File: config.mk
export PLATFORM = sky130hd
export DESIGN_NAME = encoder
export DESIGN_NICKNAME = d
export VERILOG_FILES = /design/src/rtl/encoder_pkg.sv /design/src/rtl/key_debouncer.sv /design/src/rtl/encoder.sv
export SDC_FILE = /design/constraint.sdc
export NUM_CORES = 1
export LEC_CHECK = 0
export CORE_AREA = 8 8 47 87
export CTS_BUF_LIST = sky130_fd_sc_hd__clkbuf_2 sky130_fd_sc_hd__clkbuf_4 sky130_fd_sc_hd__clkbuf_8
export CTS_CLUSTER_DIAMETER = 30
export CTS_CLUSTER_SIZE = 16
export DETAILED_ROUTE_END_ITERATION = 16
export DIE_AREA = 0 0 55 95
export GPL_ROUTABILITY_DRIVEN = 0
export GPL_TIMING_DRIVEN = 1
export MAX_ROUTING_LAYER = met4
export PLACE_DENSITY = 0.63
export RECOVER_POWER = 100
export SLEW_MARGIN = 40
export SYNTH_ARGS = -nofsm -noshare
export SYNTH_HDL_FRONTEND = slang
export SYNTH_SLANG_ARGS = --single-unit
File: constraint.sdc
create_clock -name clk -period 3.55 [get_ports clk]
set_clock_uncertainty 0.1 [all_clocks]
set_input_delay 0.8875 -clock clk [delete_from_list [all_inputs] [get_ports clk]]
set_output_delay 0.8875 -clock clk [all_outputs]
set_load 0.02 [all_outputs]
File: src/rtl/encoder_pkg.sv
`default_nettype none
// ============================================================================
// Module   : encoder_pkg
// Purpose  : Shared types, constants and the priority-encode helper for the
//            front-panel keypad encoder.
// Contents : BCD_W, NUM_KEYS, DEFAULT_DEBOUNCE_CYCLES, KEY_WORD_W,
//            state_t {IDLE, PRESSED}, key_word_t {none, code}, KEY_NONE,
//            prio_encode()
// Revision : 1.0 - initial release
// ============================================================================
package encoder_pkg;

  localparam int BCD_W                   = 4;
  localparam int NUM_KEYS                = 10;
  localparam int DEFAULT_DEBOUNCE_CYCLES = 20;
  localparam int KEY_WORD_W              = BCD_W + 1;

  typedef enum logic [0:0] {
    IDLE    = 1'b0,
    PRESSED = 1'b1
  } state_t;

  // Encoded key word: 'none' set means no key is present; 'code' is then 0.
  typedef struct packed {
    logic             none;
    logic [BCD_W-1:0] code;
  } key_word_t;

  localparam key_word_t KEY_NONE = key_word_t'({1'b1, {BCD_W{1'b0}}});

  // Lowest set index wins. Scanning from the top down lets the lowest
  // index overwrite any higher one found earlier.
  function automatic key_word_t prio_encode(input logic [NUM_KEYS-1:0] keys);
    key_word_t w;
    w = KEY_NONE;
    for (int i = NUM_KEYS - 1; i >= 0; i--) begin
      if (keys[i]) begin
        w.none = 1'b0;
        w.code = BCD_W'(i);
      end
    end
    return w;
  endfunction

endpackage
`default_nettype wire

File: src/rtl/key_debouncer.sv
`default_nettype none
// ============================================================================
// Module   : key_debouncer
// Purpose  : Stable-count filter on the encoded {none, code} key word. The
//            output follows the input only after the input has been sampled
//            unchanged on CYCLES consecutive edges; any change restarts the
//            count.
// Ports    : clk      - system clock, rising edge
//            resetn   - synchronous active-low reset
//            i_clear  - synchronous clear: output forced to "none", count 0
//            i_word   - encoded key word from the priority encoder
//            o_word   - filtered key word (registered)
// Revision : 1.0 - initial release
// ============================================================================
module key_debouncer
  import encoder_pkg::*;
#(
  parameter int CYCLES = DEFAULT_DEBOUNCE_CYCLES
) (
  input  logic                  clk,
  input  logic                  resetn,
  input  logic                  i_clear,
  input  logic [KEY_WORD_W-1:0] i_word,
  output logic [KEY_WORD_W-1:0] o_word
);

  localparam int             CNT_W   = $clog2(CYCLES + 1);
  localparam logic [CNT_W-1:0] CNT_MAX = CNT_W'(CYCLES);

  logic [KEY_WORD_W-1:0] r_prev;
  logic [KEY_WORD_W-1:0] r_out;
  logic [CNT_W-1:0]      r_cnt;
  logic [CNT_W-1:0]      w_cnt_next;

  // r_cnt is the number of consecutive samples equal to r_prev. A new value
  // counts as its own first sample; the count saturates at CNT_MAX.
  always_comb begin
    w_cnt_next = r_cnt;
    if (i_word != r_prev) begin
      w_cnt_next = CNT_W'(1);
    end else if (r_cnt != CNT_MAX) begin
      w_cnt_next = r_cnt + CNT_W'(1);
    end
  end

  always_ff @(posedge clk) begin
    if (!resetn) begin
      r_prev <= KEY_NONE;
      r_cnt  <= '0;
      r_out  <= KEY_NONE;
    end else if (i_clear) begin
      r_prev <= KEY_NONE;
      r_cnt  <= '0;
      r_out  <= KEY_NONE;
    end else begin
      r_prev <= i_word;
      r_cnt  <= w_cnt_next;
      // Reaching the threshold on this sample accepts the current input.
      if (w_cnt_next == CNT_MAX) begin
        r_out <= i_word;
      end
    end
  end

  assign o_word = r_out;

endmodule
`default_nettype wire

File: src/rtl/encoder.sv
`default_nettype none
// ============================================================================
// Module   : encoder
// Purpose  : Keypad encoder for the microwave front panel. Synchronizes the
//            ten one-hot digit keys, priority encodes them to BCD, optionally
//            debounces, and issues a single active-low load strobe per press.
// Config   : ENCODER_DEBOUNCE_EN - when defined, a key_debouncer stage of
//            DEBOUNCE_CYCLES sits between the priority encoder and the state
//            logic; otherwise every synchronized change is used directly.
// Ports    : clk      - 1 kHz system clock, rising edge
//            resetn   - synchronous active-low reset
//            key      - key[i]=1 means digit i pressed (asynchronous)
//            enablen  - active-low enable; 1 treats all keys as released
//            d        - BCD code of the last accepted digit (0-9)
//            loadn    - active-low one-cycle strobe on an accepted press
//            pressed  - high while an accepted key is held
// Revision : 1.0 - initial release
// ============================================================================
module encoder
  import encoder_pkg::*;
#(
  parameter int DEBOUNCE_CYCLES = DEFAULT_DEBOUNCE_CYCLES
) (
  input  logic                clk,
  input  logic                resetn,
  input  logic [NUM_KEYS-1:0] key,
  input  logic                enablen,
  output logic [BCD_W-1:0]    d,
  output logic                loadn,
  output logic                pressed
);

  if (DEBOUNCE_CYCLES < 1) begin : g_bad_debounce_cycles
    $error("encoder: DEBOUNCE_CYCLES must be at least 1");
  end

  logic [NUM_KEYS-1:0] r_sync1;
  logic [NUM_KEYS-1:0] r_sync2;
  logic [NUM_KEYS-1:0] w_keys_gated;
  key_word_t           w_enc;
  key_word_t           w_filt;

  state_t              r_state;
  state_t              w_state_next;
  logic [BCD_W-1:0]    r_d;
  logic [BCD_W-1:0]    w_d_next;
  logic                r_loadn;
  logic                w_loadn_next;
  logic                r_pressed;
  logic                w_pressed_next;

  // Two-flop synchronizer for the asynchronous key lines.
  always_ff @(posedge clk) begin
    if (!resetn) begin
      r_sync1 <= '0;
      r_sync2 <= '0;
    end else begin
      r_sync1 <= key;
      r_sync2 <= r_sync1;
    end
  end

  assign w_keys_gated = enablen ? '0 : r_sync2;
  assign w_enc        = prio_encode(w_keys_gated);

`ifdef ENCODER_DEBOUNCE_EN
  logic [KEY_WORD_W-1:0] w_filt_word;

  // Disabling also clears any count in progress, so a key still held when
  // enablen falls must pass a full stable window before it is accepted.
  key_debouncer #(
    .CYCLES (DEBOUNCE_CYCLES)
  ) u_key_debouncer (
    .clk     (clk),
    .resetn  (resetn),
    .i_clear (enablen),
    .i_word  (w_enc),
    .o_word  (w_filt_word)
  );

  assign w_filt = key_word_t'(w_filt_word);
`else
  assign w_filt = w_enc;
`endif

  // Acceptance state register and registered outputs.
  always_ff @(posedge clk) begin
    if (!resetn) begin
      r_state   <= IDLE;
      r_d       <= '0;
      r_loadn   <= 1'b1;
      r_pressed <= 1'b0;
    end else begin
      r_state   <= w_state_next;
      r_d       <= w_d_next;
      r_loadn   <= w_loadn_next;
      r_pressed <= w_pressed_next;
    end
  end

  // Only the IDLE -> PRESSED transition loads d and strobes. A change from
  // one key to another (including release and new press in one sample)
  // never passes through "none", so it stays in PRESSED with d held.
  always_comb begin
    w_state_next   = r_state;
    w_d_next       = r_d;
    w_loadn_next   = 1'b1;
    w_pressed_next = r_pressed;
    case (r_state)
      IDLE: begin
        if (!w_filt.none) begin
          w_state_next   = PRESSED;
          w_d_next       = w_filt.code;
          w_loadn_next   = 1'b0;
          w_pressed_next = 1'b1;
        end
      end
      PRESSED: begin
        if (w_filt.none) begin
          w_state_next   = IDLE;
          w_pressed_next = 1'b0;
        end
      end
      default: begin
        w_state_next   = IDLE;
        w_pressed_next = 1'b0;
      end
    endcase
  end

  assign d       = r_d;
  assign loadn   = r_loadn;
  assign pressed = r_pressed;

endmodule
`default_nettype wire

-- Word-level counts from Yosys, hierarchy flattened
Cells that the tools add are included.
- word-level logic and storage cells: 30
- register bits: 27
- input bits: 13
- mux-type cells: 16
- reduce and logical (&&, ||, !) cells: 3
- eq/ne operators: 2
- bitwise gates (word level): 3
- operators with widths (kind ; number):
    2-to-1 mux 5 bit ; 10
    2-to-1 mux 10 bit ; 1
    2-to-1 mux 1 bit ; 4
    inequality test 2 bit (second input constant) ; 2
    AND reduction 2 bit ; 2
    inverter 1 bit ; 3
    one-hot mux 1 bit (2 select lines) ; 1
    OR reduction 2 bit ; 1

-- Logic depth before layout (Yosys ltp)
- word-level depth: 13
- gate-level depth with buffers: 7
- gate-level depth less buffers: 7

-- Least setup slack after synthesis
No wires, ideal clock.
- path kind: register to register
- from: register r_sync2[7]
- to: register r_d[0], in the netlist d[0]
- arrival time: 1.770 ns
- buffers on the path: 0
- setup time: 0.060 ns
- cell stages (with the launch flop): 8
- data required time: 3.390 ns
- setup slack: 1.620 ns
- cell sequence: dfxtp_1 or4_4 nor4_4 nor2_1 ha_1 nand2b_1 o31ai_1 o311a_1
- cells in the longest elaborated chain, start to end: 11
- ends and longest elaborated chain (what ; line ; source):
    start: declaration ; encoder.sv:38 ; logic [NUM_KEYS-1:0] r_sync2;
    start signal: assignment ; encoder.sv:59 ; r_sync2 <= r_sync1;
    2-to-1 mux 10 bit (*) ; encoder.sv:63 ; assign w_keys_gated = enablen ? '0 : r_sync2;
    2-to-1 mux 5 bit (*) (8 in series) ; encoder_pkg.sv:37 ; if (keys[i]) begin
    inverter 1 bit (no source line) ; -- ;
    AND reduction 2 bit (no source line) ; -- ;
    end signal: assignment ; encoder.sv:95 ; r_d <= w_d_next;
    end: declaration ; encoder.sv:45 ; logic [BCD_W-1:0] r_d;
Every way passes the cells marked *; elsewhere a longest branch is shown, timed or not.
A chain may end at the register's enable or synchronous reset.

-- Final worst setup path
Ends and elaborated chain as after synthesis.

==> out/results.ini <==
[worst_setup_path]
r2r_start=r_sync2[7]
worstSetupPathType=flip-flop to flip-flop
required_ns=3.66
cp.arrival_ns=2.50
r2r-end=d[0]
crit_path_end_kind=flip-flop
reg2regPathDepth=7
cp-start-kind=flip-flop
r2r_slack_ns=1.16
critPathMaxFanout=5

[placement]
hpwl_um=1134
numPortBuffers=18
placed_area_um2=1119
post-place-ws_ns=0.9469

[synth]
syn-cell-area_um2=908.4
avgSynthCellArea_um2=10.81
yosysSeqAreaShare=0.5950
ys_async_sr_fraction=0
synth_warnings=0
synthCells=84
synth_ff_type=dfxtp_1
syn_nets=98
synth_seq_cells=27
synth_cell_types=20
synth-edff-count=0

[min_path]
hold_end=r_sync2[8]
min_path_cells=1
hold_start=r_sync1[8]
min_path_type=flip-flop to flip-flop

[timing]
relSlewSlack=0.5927
holdWs_ns=0.3378
slew_violations=0
rsz0062_at_grt=no
hold_viol_final=0
fmax_mhz=418.2
tightest_slew_ns=0.6089
setup_tns_ns=0
finalCritPeriodShare=0.6736
finalWorstSetupSlack_ns=1.159
fin_crit_ns=2.391
setup_viol=0

[final_layout]
final_nets=119
layout-drive-gt1-share=0.04808
fin_area_um2=1149
mostFrequentLayoutCells=27 x dfxtp_1, 14 x and2_1, 11 x clkdlybuf4s50_1, 8 x nor2_1
fillers=321
layout_commonest_cell=dfxtp_1
area_growth_pct=26.45
diodes=0

[global_routing]
grt_pass1_vias=643
antenna_found_initial=0
grt_max_degree=26
track_usage=0.06500
grt-ovfl-total=0
grt_pass1_wl_um=2539

[die]
ios=19
design.die.area_um2=5225
die_w_um=55
coreArea_um2=2943
fp-row-count=28
initial_core_util=0.3087
die_h_um=95

[clocking]
hold_buffers=0
numCtsBuffers=3
cts_resized=0
clk_latency_ns=0.26
cts_setup_buffers=0
path_clk_slew_ns=0.08
clockBufferDepth=2
cts.sinks=27
htree_num_levels=1
cts-root-buf=clkbuf_8
cts_tree=done

[routing]
vias=619
ant_nets=0
drt-total-wl_um=1441
drt_iter0_markers=9
wl_per_cell_um=10.75
drc=0
drtPass1Iterations=4
vias_per_cell=4.619

[power]
p_per_area_nw_per_um2=483.7
p_leak_nw=0.4595
peakVddDrop_v=0.0002736
finalPower_w=0.0005556

[status]
outcome=finished, final reports clean

[job]
cap_violations=0

## layer usage
layer / GRT usage / wire length, um
met1: 0.06307 / 556
met2: 0.1141 / 804
met3: 0.01890 / 66
met4: 0.02419 / 13
met5: - / 0
## cells in the mapped netlist, types with 2 or more instances
cell | number | area share
or4_4 | 2 | 0.025
and2_1 | 21 | 0.14
nor2_1 | 8 | 0.033
inv_1 | 2 | 0.0083
nor2b_1 | 3 | 0.021
dfxtp_1 | 27 | 0.60
nand2b_1 | 5 | 0.034
o31ai_1 | 3 | 0.025
clkbuf_1 | 2 | 0.0083
## final cells by class
cell class | instances | area [um^2] | share of cell area
clock buffer | 4 | 48.80 | 0.04248
sequential | 27 | 540.5 | 0.4706
multi-input combinational | 53 | 334.1 | 0.2908
timing repair buffer | 18 | 180.2 | 0.1569
tap | 30 | 37.54 | 0.03268
inverter | 2 | 7.507 | 0.006536
## state kept, by name, indices dropped and copies added, names as in the netlist
signal,count
r_state,1
d,4
pressed,1
r_sync2,10
r_sync1,10
loadn,1
## power by group
part | leakage, nW | internal (W) | switching [W]
Sequential | 0.223 | 0.000318 | 0.00000626
Clock | 0.0262 | 0.0000877 | 0.0000845
Combinational | 0.211 | 0.0000332 | 0.0000261
## kinds of logic (layout without fill, tap and decap cells)
logic type,Yosys count,count (layout),synth area share
compound gates,8,8,0.07162
fa+ha+maj,1,1,0.01377
buf+inv,4,24,0.01654
flops,27,27,0.5950
simple gates,44,44,0.3030
## how the worst max path moves through the flow
stage | startpoint | end | slack (ns) | depth (start not counted)
after floorplan | r_sync2[7] | d[0] | 1.62 | 7
after global placement | resetn | loadn | 0.98 | 3
after detailed placement | resetn | loadn | 0.95 | 3
after CTS | resetn | loadn | 1.26 | 3
after global routing | r_sync2[7] | d[0] | 1.01 | 7
final | r_sync2[7] | d[0] | 1.16 | 7
## stage by stage
step,utilization,instances
6_report,0.3903,134
5_1_grt,0.3903,134
4_1_cts,0.3967,134
3_5_place_dp,0.3801,130
3_3_place_gp,0.3801,130
2_1_floorplan,-,84
## worst max-delay path: stages, from the launching register on
cell,delay [ns]
dfxtp_1,0.32
or4_1,0.59
nor4_1,0.54
nor2_1,0.09
ha_1,0.28
nand2b_1,0.16
o31ai_1,0.07
o311a_1,0.19
(Power assumes the default switching activity.)
